## config.mk

```make
export PLATFORM = sky130hd
export DESIGN_NAME = riscv_mem_wb_stage
export DESIGN_NICKNAME = d
export VERILOG_FILES = /design/src/rtl/riscv_mem_wb_stage_pkg.sv /design/src/rtl/riscv_pipe_fifo.sv /design/src/rtl/riscv_mem_wb_stage.sv
export SDC_FILE = /design/constraint.sdc
export NUM_CORES = 1
export LEC_CHECK = 0
export BUFFER_PORTS_ARGS = -buffer_cell sky130_fd_sc_hd__buf_2
export CAP_MARGIN = 25
export CORE_ASPECT_RATIO = 0.5
export CORE_MARGIN = 2
export CORE_UTILIZATION = 35
export CTS_BUF_LIST = sky130_fd_sc_hd__clkbuf_4 sky130_fd_sc_hd__clkbuf_8
export DETAILED_ROUTE_END_ITERATION = 12
export PLACE_DENSITY_LB_ADDON = 0.2
export SLEW_MARGIN = 20
export SYNTH_ARGS = -nofsm -noshare
export SYNTH_HDL_FRONTEND = slang
export SYNTH_SLANG_ARGS = --single-unit
```

## constraint.sdc

```tcl
create_clock -name clk -period 2.6 [get_ports clk]
set_input_delay 0.52 -clock clk [delete_from_list [all_inputs] [get_ports clk]]
set_output_delay 0.52 -clock clk [all_outputs]
set_load 0.02 [all_outputs]
```

## src/rtl/riscv_mem_wb_stage_pkg.sv

```systemverilog
// Shared widths for the MEM/WB stage and the packed payload width helper.
package riscv_mem_wb_stage_pkg;

    localparam int RegAddrBus = 5;
    localparam int MemAddrBus = 32;
    localparam int DataBus    = 32;

    // Payload order is {rd_idx, rd_we, data_addr, data_re, wb_data}
    function automatic int mem_wb_payload_w(input int reg_aw, input int addr_w, input int data_w);
        return reg_aw + 1 + addr_w + 1 + data_w;
    endfunction

    localparam int MemWbPayloadW = mem_wb_payload_w(RegAddrBus, MemAddrBus, DataBus);

endpackage

```

## src/rtl/riscv_pipe_fifo.sv

```systemverilog
// Generic 1- or 2-entry valid/ready skid buffer with flush; head entry is always the oldest.
module riscv_pipe_fifo #(
    parameter int W     = 8,
    parameter int DEPTH = 2
) (
    input  logic         clk,
    input  logic         rst,
    input  logic         flush,
    input  logic         in_valid,
    output logic         in_ready,
    input  logic [W-1:0] in_data,
    output logic         out_valid,
    input  logic         out_ready,
    output logic [W-1:0] out_data,
    output logic [1:0]   occ
);

    logic [W-1:0] head_q;
    logic [W-1:0] tail_q;
    logic [1:0]   occ_q;
    logic         push;
    logic         pop;

    generate
        if (DEPTH == 2) begin : g_depth2
            assign in_ready = (occ_q < 2'd2);
        end else if (DEPTH == 1) begin : g_depth1
            // Pass-through ready lets a full single slot swap entries every cycle
            assign in_ready = (occ_q == 2'd0) || out_ready;
        end else begin : g_bad_depth
            $error("riscv_pipe_fifo: DEPTH must be 1 or 2");
        end
    endgenerate

    assign out_valid = (occ_q != 2'd0);
    assign push      = in_valid && in_ready && !flush;
    assign pop       = out_valid && out_ready && !flush;
    assign out_data  = head_q;
    assign occ       = occ_q;

    always_ff @(posedge clk or negedge rst) begin
        if (!rst) begin
            occ_q  <= 2'd0;
            head_q <= '0;
            tail_q <= '0;
        end else if (flush) begin
            occ_q <= 2'd0;
        end else begin
            case ({push, pop})
                2'b10: begin
                    if (occ_q == 2'd0) head_q <= in_data;
                    else               tail_q <= in_data;
                    occ_q <= occ_q + 2'd1;
                end
                2'b01: begin
                    head_q <= tail_q;
                    occ_q  <= occ_q - 2'd1;
                end
                2'b11: begin
                    if (occ_q == 2'd1) begin
                        head_q <= in_data;
                    end else begin
                        head_q <= tail_q;
                        tail_q <= in_data;
                    end
                end
                default: ;
            endcase
        end
    end

endmodule

```

## src/rtl/riscv_mem_wb_stage.sv

```systemverilog
// MEM/WB pipeline stage: packs the payload into riscv_pipe_fifo and zero-masks bubbles.
// Optional stall/bubble counters are built when RISCV_MEMWB_PERF_EN is defined.
module riscv_mem_wb_stage
    import riscv_mem_wb_stage_pkg::*;
#(
    parameter int REG_AW = RegAddrBus,
    parameter int ADDR_W = MemAddrBus,
    parameter int DATA_W = DataBus,
    parameter int DEPTH  = 2,
    parameter int CNT_W  = 32
) (
    input  logic              clk,
    input  logic              rst,
    input  logic              flush,
    input  logic              in_valid,
    output logic              in_ready,
    input  logic [REG_AW-1:0] rd_idx_i,
    input  logic              rd_we_i,
    input  logic [ADDR_W-1:0] data_addr_i,
    input  logic              data_re_i,
    input  logic [DATA_W-1:0] wb_data_i,
    output logic              out_valid,
    input  logic              out_ready,
    output logic [REG_AW-1:0] rd_idx_o,
    output logic              rd_we_o,
    output logic [ADDR_W-1:0] data_addr_o,
    output logic              data_re_o,
    output logic [DATA_W-1:0] wb_data_o,
    output logic [1:0]        occ_o,
    output logic [CNT_W-1:0]  stall_cnt_o,
    output logic [CNT_W-1:0]  bubble_cnt_o
);

    localparam int PW = mem_wb_payload_w(REG_AW, ADDR_W, DATA_W);

    logic [PW-1:0] in_payload;
    logic [PW-1:0] head_payload;
    logic [PW-1:0] out_payload;

    assign in_payload = {rd_idx_i, rd_we_i, data_addr_i, data_re_i, wb_data_i};

    riscv_pipe_fifo #(
        .W     (PW),
        .DEPTH (DEPTH)
    ) u_fifo (
        .clk       (clk),
        .rst       (rst),
        .flush     (flush),
        .in_valid  (in_valid),
        .in_ready  (in_ready),
        .in_data   (in_payload),
        .out_valid (out_valid),
        .out_ready (out_ready),
        .out_data  (head_payload),
        .occ       (occ_o)
    );

    // Bubbles must never present rd_we_o=1 to the register file
    assign out_payload = head_payload & {PW{out_valid}};
    assign {rd_idx_o, rd_we_o, data_addr_o, data_re_o, wb_data_o} = out_payload;

`ifdef RISCV_MEMWB_PERF_EN
    logic [CNT_W-1:0] stall_q;
    logic [CNT_W-1:0] bubble_q;

    function automatic logic [CNT_W-1:0] sat_inc(input logic [CNT_W-1:0] v);
        return (&v) ? v : v + 1'b1;
    endfunction

    always_ff @(posedge clk or negedge rst) begin
        if (!rst) begin
            stall_q  <= '0;
            bubble_q <= '0;
        end else begin
            if (out_valid && !out_ready) stall_q <= sat_inc(stall_q);
            if (!out_valid)              bubble_q <= sat_inc(bubble_q);
        end
    end

    assign stall_cnt_o  = stall_q;
    assign bubble_cnt_o = bubble_q;
`else
    assign stall_cnt_o  = '0;
    assign bubble_cnt_o = '0;
`endif

endmodule

```

# Word-level counts from Yosys, hierarchy flattened
# Index checks and enable logic that the tools add are counted.
[word_totals]
input_bits = 76
regBits = 144
word_cells = 35
[classes]
n_bitwise = 2
n_eq_ne = 7
mux = 8
n_reduce_logical = 12
magnitude_cmp = 1
n_addsub = 2
[op_table]
columns = ["cell", "n"]
rows = [
  ["two-way mux 71 bit", 4],
  ["one-hot mux 71 bit (3 select lines)", 1],
  ["one-hot mux 71 bit (2 select lines)", 1],
  ["bitwise AND 71 bit", 1],
  ["nonzero test 3 bit", 2],
  ["== test 2 x 1 -> 1 bit (second input constant)", 2],
  ["== test 2 bit (second input constant)", 2],
  ["logical AND 1 bit", 4],
  ["inequality test 2 bit (second input constant)", 2],
  ["one-hot mux 2 bit (2 select lines)", 1],
  ["AND reduction 4 bit", 1],
  ["nonzero test 2 bit", 2],
  ["AND reduction 3 bit", 1],
  ["adder 2 x 1 -> 2 bit (second input constant)", 1],
  ["zero test 2 bit", 1],
  ["< comparator 2 bit (second input constant)", 1],
  ["two-way mux 2 bit", 1],
  ["inequality test 2 x 1 -> 1 bit (second input constant)", 1],
  ["subtractor 2 x 1 -> 2 bit (second input constant)", 1],
  ["zero test 1 bit", 1],
  ["NOT 1 bit", 1],
]

# Logic depth before layout (Yosys ltp)
[logic_depth]
depth_word = 6
mapped_depth = 9
ltp_nobuf = 5

# Modules after synthesis
# From an unflattened synthesis, not the netlist that was laid out.
[hier_totals]
hier_cells = 802
area_unflattened_um2 = 9296.4
[by_module_without_submodules]
columns = ["mod", "area_per_inst_um2", "instances", "seq_area_each_um2", "cells_per_inst"]
rows = [
  ["riscv_pipe_fifo", 8244.2, 1, 3603.5, 659],
  ["riscv_mem_wb_stage", 1052.3, 1, 0.0, 143],
]

# Worst setup path before layout
# No wires, ideal clock.
[synth_path]
kind = "register to output"
startpoint = "reg u_fifo.occ_q[1], in the netlist u_fifo.occ[1]"
endpoint = "out data_addr_o[0]"
slack_ns = 0.294
required_ns = 2.080
arrival_ns = 1.786
stages_incl_launch_ff = 7
cell_sequence = "dfrtp_1 > inv_1 > ha_1 > buf_2 > clkbuf_1 > clkbuf_1 > nor2b_1"
[synth_between]
elab_chain_cells = 2
[synth_rtl]
columns = ["element", "line_no", "source"]
rows = [
  ["from (decl)", "riscv_pipe_fifo.sv:20", "logic [1:0] occ_q;"],
  ["from (signal assigned)", "riscv_pipe_fifo.sv:53", "occ_q <= occ_q + 2'd1;"],
  ["from (signal assigned)", "riscv_pipe_fifo.sv:57", "occ_q <= occ_q - 2'd1;"],
  ["nonzero test 2 bit", "riscv_pipe_fifo.sv:35", "assign out_valid = (occ_q != 2'd0);"],
  ["bitwise AND 71 bit", "riscv_mem_wb_stage.sv:59", "assign out_payload = head_payload & {PW{out_valid}};"],
  ["to (decl)", "riscv_mem_wb_stage.sv:26", "output logic [ADDR_W-1:0] data_addr_o,"],
]
# No other way between the ends.

# Worst setup path in the final report
[layout_path]
startpoint = "reg u_fifo.occ_q[1], in the netlist u_fifo.occ[1]"
endpoint = "out wb_data_o[2]"
[layout_between]
elab_chain_cells = 2
[layout_rtl]
columns = ["element", "line_no", "source"]
rows = [
  ["nonzero test 2 bit", "riscv_pipe_fifo.sv:35", ""],
  ["bitwise AND 71 bit", "riscv_mem_wb_stage.sv:59", ""],
  ["to (decl)", "riscv_mem_wb_stage.sv:28", "output logic [DATA_W-1:0] wb_data_o,"],
]
# No other way between the ends.

==> impl_metrics.py <==
metrics = {
    "die": {
        "pin_count": 215,
        "die_h_um": 112,
        "rows": 39,
        "die_width_um": 221,
        "initial_utilization_pct": 35.8,
        "core_area_sq_um": 22900,
        "dieArea_sq_um": 24800,
    },
    "power_and_ir_drop": {
        "p_int_mw": 7.50,
        "total_leakage_power_nw": 4.30,
        "power.total_mw": 12.5,
        "p_comb_share_pct": 51.9,
        "power.density_nw_per_um2": 1320,
        "sequentialPowerShare_pct": 32.2,
        "ir_worst_vdd_mv": 0.428,
        "p_switching_mw": 5.04,
        "clkPwrFrac_pct": 15.9,
        "p_sw_share_pct": 40.2,
    },
    "flow_run": {
        "drv_cap": 0,
    },
    "layout": {
        "multi_input_area_sq_um": 4040,
        "layout-drive-gt1-share_pct": 38.5,
        "nFillCells": 2276,
        "area.sequential_sq_um": 3600,
        "syn_to_final_growth_pct": 15.2,
        "layout.nets": 954,
        "fin_cells": 1196,
    },
    "sta": {
        "max_clock_freq_mhz": 405,
        "slew_violations": 0,
        "clock_skew_ns": 0.0145,
        "setup_viol": 0,
        "final.min_clock_period_ns": 2.47,
        "worst_pin_slew_ns": 0.987,
        "min_period_over_period_pct": 95.0,
        "slew_headroom_pct": 34.0,
        "fin_setup_tns_ns": 0,
        "grt_setup_unrepaired": "no",
        "hold_viol": 0,
    },
    "logic_synthesis": {
        "synth.most_common_cell": "dfrtp_1",
        "synthCells": 760,
        "netlist-cell-type-count": 33,
        "async_reset_ff_share_pct": 100,
        "synth_top_cells_by_count": "dfrtp_1 (144), nor2b_1 (73), nand3_1 (71)",
        "syn_avg_cell_area_sq_um": 10.8,
        "ys_seq_area_share_pct": 43.8,
        "synth_top_area_share_pct": 43.8,
        "ys_ff_latch": 144,
        "ys_warn_count": 0,
        "synth-edff-count": 0,
        "synthTopCellsByArea": "dfrtp_1 (44%), mux2_4 (13%), buf_4 (5.9%)",
        "yosys.area.top_type": "dfrtp_1",
        "ys.flop_type": "dfrtp_1",
        "synth_area_sq_um": 8220,
    },
    "run_status": {
        "status": "completed",
    },
    "critical_path": {
        "cp.required_ns": 2.08,
        "arrival_ns": 1.95,
        "end_kind": "output port",
        "criticalPathCategory": "flip-flop to output port",
        "worstSetupStartpointType": "flip-flop",
        "crit_fanout": 57,
    },
    "place": {
        "post-dp-hpwl_mm": 14.1,
        "portBuffers": 150,
        "dp_cells": 1164,
        "gp_congestion": 0.750,
    },
    "global_routing": {
        "grt_overflow": 0,
        "grt_pass1_vias": 6290,
        "grt_max_degree": 69,
        "antenna_found_initial": 1,
        "track_usage_pct": 18.7,
        "grt_pass1_wl_mm": 36.1,
    },
    "route": {
        "drt_iter0_drc": 332,
        "drc_errors": 0,
        "wl_mm": 23.0,
        "via_per_inst": 5.18,
        "postRouteAntennaNets": 0,
        "first_pass_iters": 5,
        "vias": 6192,
        "wire_per_inst_um": 19.2,
    },
    "clock_tree": {
        "ctsRootBufferMaster": "clkbuf_8",
        "clockBufferDepth": 2,
        "clock_latency_ns": 0.47,
        "tritoncts": "built",
        "cts_hold_buf": 0,
        "htree_levels": 4,
        "path_clk_slew_ns": 0.09,
        "cts_setup_buffers": 0,
        "cts.sinks": 144,
        "cts_buffers": 17,
    },
    "min_path": {
        "hp-class": "input pin to async pin",
    },
}
-- sequential cells by signal (all words and copies together), names as in the netlist --
register,cells
u_fifo.tail_q,71
u_fifo.out_data,71
u_fifo.occ,2
-- power groups by stage --
stage / combinational [mW] / clock (mW) / sequential [mW]
finish: 6.50 / 2.00 / 4.03
global route: 6.99 / 2.17 / 4.18
CTS: 6.56 / 2.06 / 4.02
detailed placement: 6.56 / 0 / 4.04
global placement: 6.45 / 0 / 4.02
floorplan: 4.89 / 0 / 3.85
-- cell usage in the layout (no fill, tap or decap), types with 2 or more instances in the layout --
master      synthesis  routed
nor2b_1            73      72
inv_1               3       3
or2_2              28      29
a2bb2oi_1          30      30
or2_1               3       2
buf_6              11       2
dfrtp_1           144     144
clkinv_2            0       4
o21ai_0            40      40
nand3_1            71      71
bufinv_16           0       4
a221oi_1           31      31
buf_2               9     149
buf_12              0       5
nor3_1             41      41
mux2_4             70      70
clkbuf_8            0      19
clkinvlp_4          0       3
a31oi_1            41      41
mux2_2             30      30
conb_1              1      64
buf_4              65      17
-- worst max-delay path, cell delays in order, from the launching register on --
cell,delay [ns]
dfrtp_1,0.38
inv_1,0.14
ha_4,0.33
buf_12,0.31
nor2b_1,0.11
buf_2,0.17
-- final timing paths --
| check | slack (ns) | cells after the start | to | start |
|---|---|---|---|---|
| hold / removal | 0.04 | 1 | u_fifo.out_data[39]$_DFFE_PN0P_ | rst |
| setup / recovery | 0.13 | 5 | wb_data_o[2] | u_fifo.occ[1]$_DFFE_PN0P_ |
| max in group asynchronous | 1.82 | 2 | u_fifo.tail_q[58]$_DFFE_PN0P_ | rst |
| setup reg to reg | 0.43 | 7 | u_fifo.out_data[6]$_DFFE_PN0P_ | u_fifo.occ[1]$_DFFE_PN0P_ |
| hold reg to reg | 0.52 | 1 | u_fifo.tail_q[6]$_DFFE_PN0P_ | u_fifo.tail_q[6]$_DFFE_PN0P_ |
| min in group clk | 0.30 | 2 | u_fifo.tail_q[55]$_DFFE_PN0P_ | data_addr_i[22] |
-- layer usage --
metal  share of wire [%]  global-route usage, %  up-vias
met5                   0                      0        -
met4                 1.3                   5.38        0
met3                 4.4                   3.63       23
met2                  46                   28.7      176
met1                  48                   26.7     3159
li1                    -                      -     2834
-- cells by family after synthesis --
group	count (synthesis)	synth area share, %
muxes	102	17.2
buffers and inverters	142	10.6
DFF	144	43.8
other	1	0.0456
xor gates and xnor gates	1	0.274
AOI/OAI and AO/OA	145	12.3
and+or+nand+nor	223	15.4
adders and majority gates	2	0.304
-- area by class of cell --
type | instances | share of cell area [%]
multi-input cells | 537 | 42.7
flip-flops and latches | 144 | 38.1
repair buffers | 173 | 10.5
well taps | 307 | 4.06
clock buffers | 20 | 2.84
clock inverters | 11 | 1.72
inverters | 3 | 0.119
diodes | 1 | 0.0264
-- timing repair --
action / CTS / global route
hold endpoints to repair: 0 / 0
setup endpoints to repair: 0 / 17
resized for setup: 0 / 1
-- stage by stage --
stage	utilization [%]	worst slack (ns)	instance area [sq um]	hold slack, ns
CTS	41.3	0.0170	9460	0.0683
finish	41.3	0.130	9470	0.0428
global placement	39.4	0.476	9030	0.489
detailed placement	39.4	0.445	9030	0.492
global route	41.3	0.0311	9470	0.0858
floorplan	-	0.294	8460	0.224
No activity file was read; power rests on OpenSTA's default activity.
